$ cat src/rtl/tx_arb_pkg.sv
// Shared types for the TX burst scheduler.
// State encoding, channel count and a one-hot decode helper.
package tx_arb_pkg;

    localparam int ARB_CHANS = 4;

    typedef enum logic {
        IDLE = 1'b0,
        HOLD = 1'b1
    } state_e;

    function automatic logic [1:0] onehot_to_idx(
        input logic [ARB_CHANS-1:0] oh
    );
        logic [1:0] idx;
        idx = '0;
        for (int i = 0; i < ARB_CHANS; i++) begin
            if (oh[i]) begin
                idx = 2'(i);
            end
        end
        return idx;
    endfunction

endpackage

$ cat src/rtl/tx_burst_scheduler_arbiter.sv
// Round-robin arbiter: grants the first request at or after base.
// base is one-hot; the search wraps from the top channel to channel 0.
module arbiter #(
    parameter int WIDTH = 4
) (
    input  logic [WIDTH-1:0] req,
    input  logic [WIDTH-1:0] base,
    output logic [WIDTH-1:0] grant
);

    logic [2*WIDTH-1:0] dbl_req;
    logic [2*WIDTH-1:0] dbl_gnt;

    // Doubled request vector lets the borrow chain wrap past the top.
    always_comb begin
        dbl_req = {req, req};
        dbl_gnt = dbl_req & ~(dbl_req - {{WIDTH{1'b0}}, base});
        grant   = dbl_gnt[WIDTH-1:0] | dbl_gnt[2*WIDTH-1:WIDTH];
    end

endmodule

$ cat src/rtl/tx_burst_scheduler.sv
// Four-channel TX burst scheduler with word quota and stall timeout.
// One bubble cycle separates consecutive grants.
module tx_burst_scheduler
    import tx_arb_pkg::*;
#(
    parameter int NUM_DAT_WORDS = 8,
    parameter int LOG_DAT_WORDS = 4,
    parameter int BURST_WORDS   = 32,
    parameter int IDLE_LIMIT    = 15
) (
    input  logic                         clk,
    input  logic                         arst,
    input  logic [3:0]                   chan_valid,
    input  logic [4*LOG_DAT_WORDS-1:0]   chan_num_words,
    input  logic [3:0]                   chan_eop,
    output logic [3:0]                   chan_ready,
    input  logic                         ready,
    output logic [1:0]                   sel,
    output logic                         sel_valid,
    output logic                         burst_end
);

    localparam int CNT_W   = $clog2(BURST_WORDS + NUM_DAT_WORDS + 1);
    localparam int STALL_W = $clog2(IDLE_LIMIT + 1);
    localparam logic [CNT_W-1:0]   QUOTA     = CNT_W'(BURST_WORDS);
    localparam logic [STALL_W-1:0] STALL_MAX = STALL_W'(IDLE_LIMIT);

    state_e               state_q, state_d;
    logic [1:0]           sel_q, sel_d;
    logic [1:0]           last_q, last_d;
    logic [CNT_W-1:0]     word_cnt_q, word_cnt_d;
    logic [STALL_W-1:0]   stall_cnt_q, stall_cnt_d;

    logic [LOG_DAT_WORDS-1:0] words [ARB_CHANS];
    logic [ARB_CHANS-1:0]     req, base, grant;
    logic [CNT_W-1:0]         word_sum;
    logic                     live, accept, stall;
    logic                     stall_hit, beat_release;

    // Split per-channel word counts and qualify requests.
    always_comb begin
        for (int n = 0; n < ARB_CHANS; n++) begin
            words[n] = chan_num_words[n*LOG_DAT_WORDS +: LOG_DAT_WORDS];
            req[n]   = chan_valid[n] && (words[n] != '0);
        end
        base = ARB_CHANS'(1) << 2'(last_q + 2'd1);
    end

    arbiter #(
        .WIDTH (ARB_CHANS)
    ) u_arb (
        .req   (req),
        .base  (base),
        .grant (grant)
    );

    // Handshake, beat accounting and release detection for the held grant.
    always_comb begin
        live         = (state_q == HOLD) && ready && !arst;
        chan_ready   = '0;
        chan_ready[sel_q] = live;
        accept       = live && chan_valid[sel_q];
        stall        = live && !chan_valid[sel_q];
        word_sum     = word_cnt_q + CNT_W'(words[sel_q]);
        beat_release = accept && (chan_eop[sel_q] || (word_sum >= QUOTA));
        stall_hit    = stall && ((stall_cnt_q + STALL_W'(1)) == STALL_MAX);
        burst_end    = beat_release;
    end

    // Next-state logic: grant from IDLE, release or count in HOLD.
    always_comb begin
        state_d     = state_q;
        sel_d       = sel_q;
        last_d      = last_q;
        word_cnt_d  = word_cnt_q;
        stall_cnt_d = stall_cnt_q;
        unique case (state_q)
            IDLE: begin
                if (|req) begin
                    state_d     = HOLD;
                    sel_d       = onehot_to_idx(grant);
                    word_cnt_d  = '0;
                    stall_cnt_d = '0;
                end
            end
            HOLD: begin
                if (beat_release || stall_hit) begin
                    state_d = IDLE;
                    last_d  = sel_q;
                end else if (accept) begin
                    word_cnt_d  = word_sum;
                    stall_cnt_d = '0;
                end else if (stall) begin
                    stall_cnt_d = stall_cnt_q + STALL_W'(1);
                end
            end
            default: begin
                state_d = IDLE;
            end
        endcase
    end

    // State and counter registers with synchronous reset.
    always_ff @(posedge clk) begin
        if (arst) begin
            state_q     <= IDLE;
            sel_q       <= '0;
            last_q      <= 2'd3;
            word_cnt_q  <= '0;
            stall_cnt_q <= '0;
        end else begin
            state_q     <= state_d;
            sel_q       <= sel_d;
            last_q      <= last_d;
            word_cnt_q  <= word_cnt_d;
            stall_cnt_q <= stall_cnt_d;
        end
    end

    assign sel       = sel_q;
    assign sel_valid = (state_q == HOLD);

endmodule
$ cat config.mk
export PLATFORM = sky130hd
export DESIGN_NAME = tx_burst_scheduler
export DESIGN_NICKNAME = d
export VERILOG_FILES = /design/src/rtl/tx_arb_pkg.sv /design/src/rtl/tx_burst_scheduler_arbiter.sv /design/src/rtl/tx_burst_scheduler.sv
export SDC_FILE = /design/constraint.sdc
export NUM_CORES = 1
export LEC_CHECK = 0
export BUFFER_PORTS_ARGS = -buffer_cell sky130_fd_sc_hd__clkbuf_2
export CORE_MARGIN = 1
export CORE_UTILIZATION = 39
export CTS_BUF_LIST = sky130_fd_sc_hd__clkbuf_2 sky130_fd_sc_hd__clkbuf_4 sky130_fd_sc_hd__clkbuf_8
export DETAILED_ROUTE_END_ITERATION = 12
export SLEW_MARGIN = 20
export SYNTH_ARGS = -nofsm -noshare
export SYNTH_HDL_FRONTEND = slang
export SYNTH_SLANG_ARGS = --single-unit
$ cat constraint.sdc
create_clock -name clk -period 3.3 [get_ports clk]
set_input_delay 0.495 -clock clk [delete_from_list [all_inputs] [get_ports clk]]
set_output_delay 0.495 -clock clk [all_outputs]
set_load 0.005 [all_outputs]
==> impl_results.rst, run 1 <==
.. list-table::
   :header-rows: 1

   * - Metric
     - Value
   * - Routed wire length per instance
     - 14.5 um
   * - Required time of the worst setup path
     - 2800 ps
   * - Placer Congestion
     - 0.931
   * - Critical path startpoint category
     - flip-flop
   * - Final-report max-slew violation count
     - 0
   * - Final period demand of the worst path
     - 3100 ps
   * - Overall power
     - 0.000465 W
   * - # DRC
     - 0
   * - Cell at the root of the clock tree
     - clkbuf_4
   * - Routed wire length on met2
     - 1660 um
   * - Path category of the worst min-delay check
     - flip-flop to flip-flop
   * - Biggest fanout along the worst timing path
     - 5
   * - Total CTS buffers
     - 3
   * - Final-stage net count
     - 222
   * - Number of enable-type register cells in the synthesized netlist
     - 0
   * - Clock input transition at the sequential cells of the worst setup and hold paths
     - 100 ps
   * - Final-layout setup total negative slack
     - 0 ps
   * - Sequential element share of the synthesized area
     - 23.0%
   * - Final cycle utilization of the critical path
     - 93.9%
   * - Initial Utilization
     - 42.0%
   * - Final worst hold slack
     - 480 ps
   * - Total detailed-routing wirelength
     - 3290 um
   * - Classification of the worst setup path
     - flip-flop to output pin
   * - Worst voltage drop across the vdd grid
     - 0.199 mV
   * - Pleak
     - 0.718 nW
   * - Filler-free cell count of the finished design
     - 227
   * - R2R setup slack
     - 530 ps
   * - Resized cells post-CTS
     - 1
   * - Global routing usage summed across all routing layers
     - 21.4%
   * - Leading register cell type out of synthesis
     - dfxtp_1
   * - Number of violations reported at the end of detailed-routing iteration 0
     - 61
   * - Crit path DAT
     - 2600 ps
   * - Post-synthesis instance area
     - 1300 sq um
   * - Antenna diodes
     - 0
   * - Yosys warning count
     - 0
   * - Via count of the first global-routing pass
     - 1,264
   * - Peak Freq
     - 323 MHz
   * - Slew @ Worst Pin
     - 556 ps
   * - Met3 WL post-DR
     - 138 um
   * - Pwr/cell area
     - 291 nW/um^2
   * - Number of buffers between clock root and the deepest sink
     - 2
   * - Post-CTS setup buffer count
     - 0
   * - Post-synth cell types
     - 45
   * - Antenna Nets Post-Route
     - 0
   * - Status
     - finished, final reports clean
   * - Wire length of the first global-routing pass
     - 5770 um
   * - Num ports
     - 35
   * - Antenna violations before repair
     - 0
   * - Hold buffer count at cts
     - 0
   * - Maximum Capacitance Violations
     - 0
   * - Total instance count after detailed placement
     - 223
   * - Number of inserted filler cells in the final layout
     - 324
   * - Detailed-router iteration count before antenna repair
     - 4
   * - Sort of element at the end of the critical path
     - output pin
   * - Unrepaired setup endpoints after global routing
     - false
   * - GRT Residual Overflow
     - 0
   * - Mean cell area of the mapped netlist
     - 9.25 sq um
   * - Fraction of final layout cells sized beyond drive strength 1
     - 30.1%
   * - Max_slew headroom
     - 62.4%
   * - Sinks on Clock Net
     - 15
   * - Hold Fails Final Rpt
     - 0
   * - Number of placement rows
     - 20
   * - Horiz. Die Dim
     - 59.8 um
   * - Highest routing layer actually used
     - met4
   * - Worst skew pair latency
     - 290 ps
   * - Via count of the routed design
     - 1,274
   * - Maximum level of the CTS H-tree
     - 1
   * - Flops & latches, synth
     - 15
   * - Placeable core region
     - 3100 sq um
   * - Port Buffers
     - 34
   * - HPWL Detailed
     - 2760 um
   * - Vias per cell
     - 5.61
   * - CTS tree
     - yes
   * - Synthesized netlist net count
     - 179
   * - Final cell utilization of the core
     - 51.6%
   * - Die Footprint
     - 3580 sq um
   * - Detailed-route wire length on metal 1
     - 1470 um
   * - Cells after synthesis
     - 141
   * - Maximum number of pins on one net before global-route repair
     - 15
   * - Area Overhead vs Synth
     - 22.7%
   * - Chip height
     - 59.8 um
   * - Final setup violation count
     - 0
   * - Fraction of synthesis flops using an asynchronous set or reset pin
     - 0%
   * - Skew final
     - 9.91 ps
-- synthesized netlist by cell type, types with 3 or more instances --
cell type | number | share of area [%]
a211oi_1 | 3 | 1.7
a21oi_1 | 10 | 3.8
dfxtp_1 | 15 | 23
ha_1 | 9 | 8.6
inv_1 | 10 | 2.9
mux2i_1 | 3 | 2.3
mux4_1 | 4 | 8.1
nand2_1 | 8 | 2.3
nand2b_1 | 4 | 1.9
nand3_1 | 5 | 1.9
nor2_1 | 8 | 2.3
nor2b_1 | 4 | 1.9
nor3_1 | 5 | 1.9
o21ai_0 | 6 | 2.3
o41ai_1 | 4 | 2.7
xor2_1 | 4 | 2.7
-- logic make-up after synthesis --
kind of cell / Yosys count / share of synthesized area, %
xor gates and xnor gates: 4 / 2.69
DFF: 15 / 23.0
AOI/OAI and AO/OA: 41 / 22.6
muxes: 9 / 13.8
adders and majority gates: 11 / 11.7
buffers and inverters: 13 / 4.32
and+or+nand+nor: 48 / 21.9
-- stage by stage --
stage	area (sq um)	worst slack (ps)
after floorplan	1300	508
after global placement	1560	305
after detailed placement	1560	275
after CTS	1590	70.3
after global routing	1600	46.3
final	1600	202
-- power breakdown --
group          switching (W)  internal, W  total [W]
sequential        0.00000927     0.000188   0.000197
clock              0.0000624    0.0000450   0.000107
combinational      0.0000833    0.0000774   0.000161
total               0.000155     0.000310   0.000465
-- state kept, by name (all words and copies together), names as in the netlist --
register and flops:
word_cnt_q 6, sel 2, sel_valid 1, last_q 2, stall_cnt_q 4
-- critical path, cell delays in order, from the launching register on --
cell and delay [ps]:
dfxtp_2 400, mux4_1 580, ha_1 370, o21ai_0 150, or3b_4 440, a31oi_2 230
clkbuf_2 150
-- metal layers --
metal / GRT usage, % / vias up
met1: 27.4 / 602
met3: 4.33 / 4
met2: 36.7 / 22
li1: - / 646
met5: 0 / -
met4: 4.65 / 0
-- layout by cell type (no fill, tap or decap), types with 2 or more instances in the layout --
cell / Yosys / layout
xor2_1: 4 / 4
mux4_2: 2 / 2
a221oi_1: 2 / 2
buf_4: 0 / 7
o22ai_1: 2 / 2
clkbuf_4: 0 / 3
nand2b_1: 4 / 4
nand2_1: 8 / 8
nor2b_1: 4 / 4
o211ai_1: 2 / 2
o21ai_0: 6 / 6
nor2_1: 8 / 8
dfxtp_1: 15 / 14
a211o_1: 2 / 2
fa_1: 2 / 2
nor3_1: 5 / 5
nand3_1: 5 / 5
mux4_1: 4 / 4
clkbuf_2: 0 / 34
mux2i_1: 3 / 3
nand4_1: 2 / 2
a21oi_1: 10 / 10
nand3b_1: 2 / 2
o41ai_1: 4 / 4
ha_1: 9 / 9
a211oi_1: 3 / 3
inv_1: 10 / 10
-- final timing paths --
| path | startpoint | endpoint | cells past startpoint |
|---|---|---|---|
| hold reg to reg | word_cnt_q[2]$_SDFFE_PP0P_ | word_cnt_q[2]$_SDFFE_PP0P_ | 2 |
| hold / removal | word_cnt_q[2]$_SDFFE_PP0P_ | word_cnt_q[2]$_SDFFE_PP0P_ | 2 |
| setup reg to reg | sel[0]$_SDFFE_PP0P_ | stall_cnt_q[1]$_SDFFE_PP0P_ | 8 |
| setup / recovery | sel[0]$_SDFFE_PP0P_ | burst_end | 6 |
-- final cells by class --
class                           instances  area, sq um  share of cell area [%]
Multi-Input combinational cell        113          956                    59.7
Inverter                               10         37.5                    2.35
Clock inverter                          1         5.00                   0.313
Timing Repair Buffer                   41          223                    13.9
Tap cell                               44         55.1                    3.44
Clock buffer                            3         22.5                    1.41
Sequential cell                        15          302                    18.8
No activity file was read; power rests on OpenSTA's default activity.
==> run 2, diff against run 1 <==
==> constraint.sdc (replaced) <==
create_clock -name clk -period 2.9 [get_ports clk]
set_input_delay 0.435 -clock clk [delete_from_list [all_inputs] [get_ports clk]]
set_output_delay 0.435 -clock clk [all_outputs]
set_load 0.005 [all_outputs]
==> run 2 against run 1 <==
Against the previous run: clock skew decreased by 1.6 ps; combinational power increased by 27%; count of clock-buffer cells in the layout unchanged; clock power increased by 20%; sequential power increased by 14%; non-clock buffer count increased by 4; sequential share of layout area decreased by 0.82 points; worst hold slack improved by 4.9 ps; critical path depth unchanged; setup slack got worse by 97 ps; critical path type unchanged; critical endpoint unchanged; highest routed layer unchanged.
==> impl_results.rst, run 2 (synthesized netlist as in run 1, its figures left out) <==
.. list-table::
   :header-rows: 1

   * - Metric
     - Value
   * - Status
     - finished, final reports clean
   * - Final-stage net count
     - 226 (+1.8%)
   * - Regs by FF count
     - word_cnt_q (6), stall_cnt_q (4)
   * - Num ports
     - 35 (unchanged)
   * - Vias per cell
     - 5.62 (+0.12%)
   * - Final period demand of the worst path
     - 2800 ps
   * - Port Buffers
     - 34 (unchanged)
   * - Peak Freq
     - 358 MHz
   * - Commonest cells after routing, fill and taps aside
     - clkbuf_2, dfxtp_1, buf_4
   * - Flip-flop count of the largest register after layout
     - 6 (unchanged)
   * - Final worst hold slack
     - 485 ps (+4.89 ps)
   * - Chip height
     - 59.8 um (unchanged)
   * - Sinks on Clock Net
     - 15 (unchanged)
   * - Antenna Nets Post-Route
     - 0 (unchanged)
   * - Slowest cell delay on critical path
     - 560 ps (-20 ps)
   * - Crit path max-delay family
     - multiplexers
   * - Placer Congestion
     - 0.857 (-7.9%)
   * - GRT Residual Overflow
     - 0 (unchanged)
   * - Most common cell after layout, fill and taps aside
     - clkbuf_2
   * - Global routing usage summed across all routing layers
     - 22.2% (+0.83 points)
   * - Total CTS buffers
     - 3 (unchanged)
   * - Required time of the worst setup path
     - 2470 ps (-330 ps)
   * - Final cycle utilization of the critical path
     - 96.4%
   * - Worst voltage drop across the vdd grid
     - 0.198 mV (-0.29%)
   * - Horiz. Die Dim
     - 59.8 um (unchanged)
   * - Maximum level of the CTS H-tree
     - 1 (unchanged)
   * - Crit-path cells
     - mux4_2 -> ha_4 -> a211oi_4 -> or3b_4 -> a31oi_4 -> clkbuf_2
   * - Final-report max-slew violation count
     - 0 (unchanged)
   * - HPWL Detailed
     - 2710 um (-1.8%)
   * - Routed wire length per instance
     - 14.7 um (+1.5%)
   * - Worst skew pair latency
     - 290 ps (about the same)
   * - Number of violations reported at the end of detailed-routing iteration 0
     - 49 (-20%)
   * - Via count of the routed design
     - 1,298 (+1.9%)
   * - Final-layout setup total negative slack
     - 0 ps (unchanged)
   * - Antenna violations before repair
     - 0 (unchanged)
   * - Maximum Capacitance Violations
     - 0 (unchanged)
   * - Count of buffer and inverter cells on the critical path
     - 1 (unchanged)
   * - Area Overhead vs Synth
     - 29.4%
   * - Largest register by flop count
     - word_cnt_q
   * - Placeable core region
     - 3100 sq um (unchanged)
   * - Unrepaired setup endpoints after global routing
     - false
   * - # DRC
     - 0 (unchanged)
   * - Critical path startpoint category
     - flip-flop
   * - Detailed-router iteration count before antenna repair
     - 4 (unchanged)
   * - Skew final
     - 8.29 ps (-1.62 ps)
   * - Biggest fanout along the worst timing path
     - 5 (unchanged)
   * - Max_slew headroom
     - 62.1% (-0.33 points)
   * - Sort of element at the end of the critical path
     - output pin
   * - Die Footprint
     - 3580 sq um (unchanged)
   * - Pwr/cell area
     - 331 nW/um^2 (+14%)
   * - Antenna diodes
     - 0 (unchanged)
   * - Critical-path top delay cell
     - mux4_2
   * - Maximum number of pins on one net before global-route repair
     - 15 (unchanged)
   * - Fraction of final layout cells sized beyond drive strength 1
     - 35.8% (+5.8 points)
   * - Wire length of the first global-routing pass
     - 6000 um (+4.0%)
   * - Number of placement rows
     - 20 (unchanged)
   * - Cell at the root of the clock tree
     - clkbuf_4
   * - Number of buffers between clock root and the deepest sink
     - 2 (unchanged)
   * - Classification of the worst setup path
     - flip-flop to output pin
   * - Pleak
     - 0.724 nW (+0.78%)
   * - CTS tree
     - yes
   * - Slew @ Worst Pin
     - 561 ps (+4.87 ps)
   * - Final setup violation count
     - 0 (unchanged)
   * - Clock input transition at the sequential cells of the worst setup and hold paths
     - 100 ps (about the same)
   * - Path category of the worst min-delay check
     - primary input to flip-flop
   * - Hold Fails Final Rpt
     - 0 (unchanged)
   * - Crit path DAT
     - 2360 ps (-240 ps)
   * - Total detailed-routing wirelength
     - 3400 um (+3.3%)
   * - Via count of the first global-routing pass
     - 1,316 (+4.1%)
   * - Initial Utilization
     - 42.0% (unchanged)
==> run 2: cell count changes in the layout (fill, tap and decap cells not counted), moves of 2 or more <==
cell     before  now
mux4_1        4    1
o21ai_0       6    4
ha_1          9    6
mux4_2        2    5
buf_4         7   11
ha_4          0    3
==> run 2: worst paths after layout <==
kind / start / to / slack [ps] / depth (start not counted)
min reg2reg: word_cnt_q[0]$_SDFFE_PP0P_ / word_cnt_q[0]$_SDFFE_PP0P_ / 490 / 2
min: arst / sel_valid$_SDFF_PP0_ / 490 / 2
max reg2reg: sel[0]$_SDFFE_PP0P_ / word_cnt_q[4]$_SDFFE_PP0P_ / 240 / 9
max: sel[0]$_SDFFE_PP0P_ / burst_end / 100 / 6
==> run 2: layout make-up <==
type	count	area, sq um
fillers	317	1420
multi-input cells	113	1010
flip-flops and latches	15	304
repair buffers	45	253
well taps	44	55.1
inverters	10	37.5
clock buffers	3	22.5
clock inverters	1	7.51
==> run 2: timing repair <==
action / in CTS / in global routing
setup buffers: 0 / 1
resized for setup: 8 / 8
setup endpoints to repair: 1 / 1
hold buffers: 0 / 0
pin swaps: 0 / 2
==> run 2: power by group <==
group          total [W]  switching [W]  internal (W)
combinational   0.000205       0.000104      0.000101
clock           0.000128      0.0000753     0.0000525
sequential      0.000225      0.0000113      0.000214
total           0.000558       0.000191      0.000367
==> run 2: through the flow <==
stage	worst slack, ps	power, W	util, %	cells	area [sq um]
6_report	104	0.000558	54.4	231	1690
5_1_grt	6.38	0.000595	54.4	231	1690
4_1_cts	3.33	0.000548	52.8	230	1640
3_5_place_dp	75.3	0.000412	51.1	226	1590
3_3_place_gp	93.2	0.000409	51.1	226	1590
2_1_floorplan	168	0.000347	-	141	1300
==> run 2: routing by layer <==
metal / up-vias / track usage (%) / share of wire [%]
met5: - / 0 / 0
met4: 0 / 3.99 / 0.29
met3: 2 / 4.55 / 3.3
met2: 26 / 39.2 / 52
met1: 626 / 27.9 / 45
li1: 644 / - / -
